==> config.mk <==
export PLATFORM = sky130hd
export DESIGN_NAME = bp_stall_profiler_ctrl_flat
export DESIGN_NICKNAME = d
export VERILOG_FILES = /design/src/rtl/bp_stall_profiler_ctrl_if.sv /design/src/rtl/bp_stall_profiler_ctrl.sv /design/src/flat_wrapper.sv
export SDC_FILE = /design/constraint.sdc
export NUM_CORES = 2
export LEC_CHECK = 0
export BUFFER_PORTS_ARGS = -buffer_cell sky130_fd_sc_hd__buf_2
export CORE_MARGIN = 3
export CORE_UTILIZATION = 45
export DETAILED_ROUTE_END_ITERATION = 7
export GPL_ROUTABILITY_DRIVEN = 0
export MAX_ROUTING_LAYER = met4
export SETUP_SLACK_MARGIN = 0.1
export SYNTH_ARGS = -nofsm -noshare
export SYNTH_HDL_FRONTEND = slang
export SYNTH_SLANG_ARGS = --single-unit
==> constraint.sdc <==
create_clock -name aclk -period 9.75 [get_ports aclk]
set_input_delay 1.95 -clock aclk [delete_from_list [all_inputs] [get_ports aclk]]
set_output_delay 1.95 -clock aclk [all_outputs]
set_load 0.005 [all_outputs]
==> src/rtl/bp_stall_profiler_ctrl_if.sv <==
// Request/readout bundle of the stall profiler.
// The master drives the profiling inputs and the readout ready; the slave is the profiler.
interface bp_stall_profiler_ctrl_if #(
  parameter int ctr_width_p = 32
);
  logic                   en_i;
  logic                   commit_v_i;
  logic [29:0]            stall_reason_i;
  logic                   dump_req_i;
  logic                   clear_req_i;
  logic                   busy_o;
  logic                   dump_v_o;
  logic                   dump_ready_i;
  logic [4:0]             dump_idx_o;
  logic [ctr_width_p-1:0] dump_data_o;
  logic [15:0]            dropped_o;

  modport master (
    output en_i, commit_v_i, stall_reason_i, dump_req_i, clear_req_i, dump_ready_i,
    input  busy_o, dump_v_o, dump_idx_o, dump_data_o, dropped_o
  );

  modport slave (
    input  en_i, commit_v_i, stall_reason_i, dump_req_i, clear_req_i, dump_ready_i,
    output busy_o, dump_v_o, dump_idx_o, dump_data_o, dropped_o
  );
endinterface

==> src/rtl/bp_stall_profiler_ctrl.sv <==
// Stall-reason profiler: 32 saturating counters (30 stall reasons, commits, enabled cycles)
// with a frozen-snapshot readout stream and an optional clear chained after the dump.
module bp_stall_profiler_ctrl #(
  parameter int ctr_width_p = 32
) (
  input  logic                     aclk,
  input  logic                     aresetn,
  bp_stall_profiler_ctrl_if.slave  bus
);

  typedef enum logic [1:0] {
    IDLE  = 2'd0,
    DUMP  = 2'd1,
    DRAIN = 2'd2,
    CLEAR = 2'd3
  } state_t;

  localparam logic [ctr_width_p-1:0] ctr_one_c = {{(ctr_width_p-1){1'b0}}, 1'b1};

  state_t                        state_reg;
  logic [4:0]                    idx_reg;
  logic                          pend_reg;
  logic                          busy_reg;
  logic                          dump_v_reg;
  logic [15:0]                   dropped_reg;
  logic [31:0][ctr_width_p-1:0]  ctr_reg;
  logic [31:0][ctr_width_p-1:0]  ctr_next;
  logic [31:0]                   inc;
  logic [4:0]                    hi_sel;
  logic                          counted;

  // Highest set reason bit wins; no bit set falls back to entry 0 (unknown).
  always_comb begin
    hi_sel = 5'd0;
    for (int i = 0; i < 30; i++) begin
      if (bus.stall_reason_i[i]) begin
        hi_sel = 5'(i);
      end
    end
  end

  assign counted = bus.en_i && (state_reg == IDLE);

  genvar gi;
  generate
    for (gi = 0; gi < 32; gi++) begin : g_ctr
      if (gi < 30) begin : g_stall
        assign inc[gi] = counted && !bus.commit_v_i && (hi_sel == 5'(gi));
      end else if (gi == 30) begin : g_commit
        assign inc[gi] = counted && bus.commit_v_i;
      end else begin : g_total
        assign inc[gi] = counted;
      end

      assign ctr_next[gi] = (state_reg == CLEAR)                    ? '0 :
                            (inc[gi] && (ctr_reg[gi] != '1))        ? ctr_reg[gi] + ctr_one_c :
                                                                      ctr_reg[gi];
    end
  endgenerate

  always_ff @(posedge aclk or negedge aresetn) begin
    if (!aresetn) begin
      ctr_reg <= '0;
    end else begin
      ctr_reg <= ctr_next;
    end
  end

  always_ff @(posedge aclk or negedge aresetn) begin
    if (!aresetn) begin
      state_reg   <= IDLE;
      idx_reg     <= 5'd0;
      pend_reg    <= 1'b0;
      busy_reg    <= 1'b0;
      dump_v_reg  <= 1'b0;
      dropped_reg <= 16'd0;
    end else begin
      if (state_reg == CLEAR) begin
        dropped_reg <= 16'd0;
      end else if ((state_reg != IDLE) && bus.en_i && (dropped_reg != 16'hFFFF)) begin
        dropped_reg <= dropped_reg + 16'd1;
      end

      case (state_reg)
        IDLE: begin
          if (bus.dump_req_i) begin
            state_reg  <= DUMP;
            idx_reg    <= 5'd0;
            pend_reg   <= bus.clear_req_i;
            busy_reg   <= 1'b1;
            dump_v_reg <= 1'b1;
          end else if (bus.clear_req_i) begin
            state_reg <= CLEAR;
            busy_reg  <= 1'b1;
          end
        end
        DUMP: begin
          if (bus.dump_ready_i) begin
            if (idx_reg == 5'd31) begin
              state_reg  <= DRAIN;
              idx_reg    <= 5'd0;
              dump_v_reg <= 1'b0;
            end else begin
              idx_reg <= idx_reg + 5'd1;
            end
          end
        end
        DRAIN: begin
          if (pend_reg) begin
            state_reg <= CLEAR;
          end else begin
            state_reg <= IDLE;
            busy_reg  <= 1'b0;
          end
        end
        CLEAR: begin
          state_reg <= IDLE;
          pend_reg  <= 1'b0;
          busy_reg  <= 1'b0;
        end
        default: begin
          state_reg  <= IDLE;
          busy_reg   <= 1'b0;
          dump_v_reg <= 1'b0;
        end
      endcase
    end
  end

  // Counters are frozen outside IDLE, so a direct mux of the bank is a stable snapshot.
  assign bus.busy_o      = busy_reg;
  assign bus.dump_v_o    = dump_v_reg;
  assign bus.dump_idx_o  = idx_reg;
  assign bus.dump_data_o = ctr_reg[idx_reg];
  assign bus.dropped_o   = dropped_reg;

endmodule

==> src/flat_wrapper.sv <==
// flat-port wrapper written by rule: the top's interface ports become plain ports
module bp_stall_profiler_ctrl_flat 
#(
  parameter int ctr_width_p = 32
)
  (aclk, aresetn, bus_en_i, bus_commit_v_i, bus_stall_reason_i, bus_dump_req_i, bus_clear_req_i, bus_dump_ready_i, bus_busy_o, bus_dump_v_o, bus_dump_idx_o, bus_dump_data_o, bus_dropped_o);
  bp_stall_profiler_ctrl_if #(.ctr_width_p(ctr_width_p)) bus_i ();
  input  logic aclk;
  input  logic aresetn;
  input wire logic [$bits(bus_i.en_i)-1:0] bus_en_i;
  input wire logic [$bits(bus_i.commit_v_i)-1:0] bus_commit_v_i;
  input wire logic [$bits(bus_i.stall_reason_i)-1:0] bus_stall_reason_i;
  input wire logic [$bits(bus_i.dump_req_i)-1:0] bus_dump_req_i;
  input wire logic [$bits(bus_i.clear_req_i)-1:0] bus_clear_req_i;
  input wire logic [$bits(bus_i.dump_ready_i)-1:0] bus_dump_ready_i;
  output wire logic [$bits(bus_i.busy_o)-1:0] bus_busy_o;
  output wire logic [$bits(bus_i.dump_v_o)-1:0] bus_dump_v_o;
  output wire logic [$bits(bus_i.dump_idx_o)-1:0] bus_dump_idx_o;
  output wire logic [$bits(bus_i.dump_data_o)-1:0] bus_dump_data_o;
  output wire logic [$bits(bus_i.dropped_o)-1:0] bus_dropped_o;
  assign bus_i.en_i = bus_en_i;
  assign bus_i.commit_v_i = bus_commit_v_i;
  assign bus_i.stall_reason_i = bus_stall_reason_i;
  assign bus_i.dump_req_i = bus_dump_req_i;
  assign bus_i.clear_req_i = bus_clear_req_i;
  assign bus_i.dump_ready_i = bus_dump_ready_i;
  assign bus_busy_o = bus_i.busy_o;
  assign bus_dump_v_o = bus_i.dump_v_o;
  assign bus_dump_idx_o = bus_i.dump_idx_o;
  assign bus_dump_data_o = bus_i.dump_data_o;
  assign bus_dropped_o = bus_i.dropped_o;
  bp_stall_profiler_ctrl #(.ctr_width_p(ctr_width_p)) u_core (.aclk(aclk), .aresetn(aresetn), .bus(bus_i));
endmodule
* After elaboration in Yosys (flattened, before gate mapping) *
Cells that the tools add are included.

operators by class
  add/subtract/negate cells = 34
  order comparisons = 1
  equality and inequality tests = 71
  mux-type cells = 117
  reductions and logical operators = 112

operators with widths
  operator                                                               count
  32-bit 2-to-1 mux                                                      65
  32-bit by 1-bit adder with 32-bit output (second input constant)       32
  32-bit inequality test (second input constant)                         32
  32-bit binary-select mux with 5-bit select                             1
  5-bit 2-to-1 mux                                                       31
  5-bit == test (second input constant)                                  15
  2-bit nonzero test                                                     36
  1-bit logical AND                                                      67
  5-bit by 4-bit == test with 1-bit output (second input constant)       8
  16-bit 2-to-1 mux                                                      2
  5-bit by 3-bit == test with 1-bit output (second input constant)       4
  16-bit by 1-bit adder with 16-bit output (second input constant)       1
  16-bit inequality test (second input constant)                         1
  5-bit by 2-bit == test with 1-bit output (second input constant)       2
  2-bit 2-to-1 mux                                                       5
  5-bit case mux with 2 select lines                                     1
  3-bit AND reduction                                                    3
  1-bit 2-to-1 mux                                                       8
  2-bit case mux with 4 select lines                                     1
  5-bit by 6-bit < comparator with 1-bit output (second input constant)  1
  2-bit inequality test (second input constant)                          3
  5-bit by 1-bit adder with 5-bit output (second input constant)         1
  5-bit by 1-bit == test with 1-bit output (second input constant)       1
  5-bit logical NOT                                                      1
  other kinds (11)                                                       13

word-level totals
  register bits after elaboration = 1050
  input port bits = 37
  output and inout bits = 55
  logic and storage cells = 373

* Longest topological paths before layout *
  depth in word-level cells = 34
  gate-level depth with buffers = 13
  gate-level depth less buffers = 8

* Least setup slack after synthesis *
No wires, ideal clock.

  path type = register to output
  start = register u_core.idx_reg[0], in the netlist u_core.bus.dump_idx_o[0]
  end = output bus_dump_data_o[24]
  arrival = 2.856 ns
  data required time = 7.800 ns
  setup slack = 4.944 ns
  stages on the path, launching flop included = 7
  buffers on the path = 3
  cell sequence = dfrtp_1 clkbuf_1 buf_1 clkbuf_1 mux4_2 mux4_2 mux2_2

on the way
  longest elaborated chain between the ends = 2

RTL lines
  what                                        line                           text
  from (decl)                                 bp_stall_profiler_ctrl.sv:21   logic [4:0] idx_reg;
  from (signal assigned)                      bp_stall_profiler_ctrl.sv:104  idx_reg <= idx_reg + 5'd1;
  32-bit binary-select mux with 5-bit select  bp_stall_profiler_ctrl.sv:134  assign bus.dump_data_o = ctr_reg[idx_reg];
  32-bit 2-to-1 mux (not written as such)     bp_stall_profiler_ctrl.sv:134
  to (decl)                                   flat_wrapper.sv:19             output wire logic [$bits(bus_i.dump_data_o)-1:0] bus_dump_data_o;

No other way between the ends. The select of a mux whose other input is x is not followed.

* Worst setup path after layout *
  start = register u_core.idx_reg[0], in the netlist u_core.bus.dump_idx_o[0]
  end = output bus_dump_data_o[0]

Same word-level chain as after synthesis.

==> flow_metrics.tcl <==
set metrics [dict create \
    run_status "finished clean" \
    syn-cell-area_um2 65200 \
    worst_slew_pin_slew_ns 1.27 \
    hold_buffers 0 \
    yosys_warnings 0 \
    die_h_um 387 \
    r2r_slack_ns 5.47 \
    cts_buffers 121 \
    seq_area_frac_synth 0.403 \
    arrival_ns 4.29 \
    portBuffers 90 \
    path_class "register to primary output" \
    fin_crit_ns 6.24 \
    ys_seq_elements 1050 \
    yosysUniqueCellTypes 79 \
    maxCapViolations 0 \
    viasPerCell 6.69 \
    ys_top_cells_by_area "dfrtp_1 40%, mux4_2 11%, a21oi_1 4.0%" \
    synth_edf_count 0 \
    vdd_drop_max_mv 0.192 \
    syn_area_per_cell_um2 9.30 \
    die_area_um2 149000 \
    cts_buffer_depth 3 \
    hold_viol 0 \
    area_growth_pct 9.63 \
    final_nets 6948 \
    grt_pass1_wl_um 340000 \
    drtAntennaViolNets 0 \
    min-delay-start "u_core.ctr_reg[831]$_DFFE_PN0P_" \
    hold_depth 1 \
    cts_tree "yes" \
    post-synth-top-count-cell "dfrtp_1" \
    setup_viol 0 \
    async_reset_ff_frac 1.00 \
    fp.dieW_um 387 \
    grt_pass1_vias 53671 \
    post_cts_resize_count 0 \
    path_clk_slew_ns 0.06 \
    drt-pass1-iter-count 6 \
    num_io_pins 92 \
    rr_startpoint "u_core.state_reg[0]$_DFFE_PN0P_" \
    grt_max_degree 162 \
    gr-total-overflow 0 \
    vias 59429 \
    syn_inst 7008 \
    report.final.slew_viol_count 0 \
    core_um2 144000 \
    fin_setup_tns_ns 0 \
    syn_nets 7080 \
    yosysTopAreaCellShare 0.403 \
    num_rows 139 \
    fin_total_pwr_uw 11300 \
    track_usage 0.302 \
    critPathLaunch "u_core.bus.dump_idx_o[0]$_DFFE_PN0P_" \
    cp-start-kind "register" \
    drive_gt1_frac 0.116 \
    crit_required_ns 7.80 \
    fillers 13345 \
    detail_route.iter0.violations 7182 \
    yosys.area.top_type "dfrtp_1" \
    drc 0 \
    rsz0062_at_grt "no" \
    p_per_area_nw_per_um2 158 \
    drt-wirelength-per-cell_um 25.3 \
    period_share 0.640 \
    initial_utilization 0.454 \
    worst_setup_path_end_kind "primary output" \
    max_slew_margin 0.146 \
    leakage_uw 0.0276 \
    r2r_cells 8 \
    antenna_found_initial 26 \
    cp_max_fo 42 \
    synth_common_cells "1050 x dfrtp_1, 625 x nand2_1, 521 x a21oi_1" \
    fin_skew_ns 0.0525 \
    hpwl_um 161000 \
    synth_ff_type "dfrtp_1" \
    drt_wl_total_um 225000 \
    htreeDepth 3 \
    clk_latency_ns 0.78 \
    hold_class "register to register" \
    cts_root_buf "clkbuf_16" \
    clkSinkCount 1050 \
    postCtsSetupRepairBufs 0 \
    largest_reg_flops 1024 \
    fmax_mhz 160 \
]
==> power by group <==
group          switching [µW]  internal, µW
Clock                    1990          2840
Combinational            1390           550
Sequential                127          4400
==> layout make-up <==
cell class,count,area (µm²),area share
antenna,10,25.0,0.000350
clock buffer,176,3560,0.0498
clock inverter,44,637,0.00891
inverter,197,739,0.0103
multi-input combinational,5325,36600,0.512
sequential,1050,26300,0.368
tap,1903,2380,0.0333
timing repair buffer,181,1260,0.0176
==> logic make-up after synthesis <==
kind of cell             synth area share
multiplexers                        0.128
adder cells (fa/ha/maj)           0.00672
buffers and inverters              0.0374
flip-flops                          0.403
AND/OR/NAND/NOR                     0.259
XOR/XNOR                           0.0317
AO/OA/AOI/OAI                       0.134
==> critical path: stages (launching register included) <==
cell	delay (ns)
dfrtp_4	0.82
buf_4	0.75
mux4_2	0.72
mux4_2	0.61
mux2_2	0.38
buf_2	0.15
==> worst paths after layout <==
check	to
hold / removal	u_core.ctr_reg[831]$_DFFE_PN0P_
min in group asynchronous	u_core.ctr_reg[986]$_DFFE_PN0P_
max in group asynchronous	u_core.ctr_reg[551]$_DFFE_PN0P_
setup reg to reg	u_core.ctr_reg[404]$_DFFE_PN0P_
hold reg to reg	u_core.ctr_reg[831]$_DFFE_PN0P_
setup / recovery	bus_dump_data_o[0]
==> routing by layer <==
| layer | up-vias | routed length [µm] | share of wire | global-route usage |
|---|---|---|---|---|
| met5 | - | 0 | 0 | - |
| met4 | 0 | 7610 | 0.034 | 0.0961 |
| met3 | 331 | 24900 | 0.11 | 0.0633 |
| met2 | 2758 | 95600 | 0.42 | 0.421 |
| met1 | 29983 | 96900 | 0.43 | 0.439 |
| li1 | 26357 | - | - | - |
==> cell usage in the layout (no fill, tap or decap), types with 57 or more instances in the layout <==
cell and count:
a21oi_1 518, and2_1 57, and3_1 186, and4_1 66, buf_2 89, buf_4 82
clkbuf_16 122, dfrtp_1 1045, inv_1 197, mux2i_1 75, mux4_2 320, nand2_1 623
nand2b_1 58, nand3_1 460, nand4_1 288, nor2_1 443, nor3_1 126, nor4_1 200
o21ai_0 490, o31ai_1 170, or3_1 327, or4_1 195, xnor2_1 123, xor2_1 113
==> stage by stage <==
| stage | cells | instance area (µm²) | utilization | worst slack (ns) | hold slack [ns] |
|---|---|---|---|---|---|
| floorplan | 7008 | 65200 | - | 4.94 | 0.455 |
| global placement | 8656 | 67200 | 0.468 | 3.58 | 0.482 |
| detailed placement | 8656 | 67200 | 0.468 | 3.53 | 0.498 |
| CTS | 8876 | 71400 | 0.497 | 3.45 | 0.506 |
| global route | 8882 | 71400 | 0.497 | 3.32 | 0.523 |
| finish | 8886 | 71500 | 0.497 | 3.51 | 0.513 |
No activity file was read; power rests on OpenSTA's default activity.
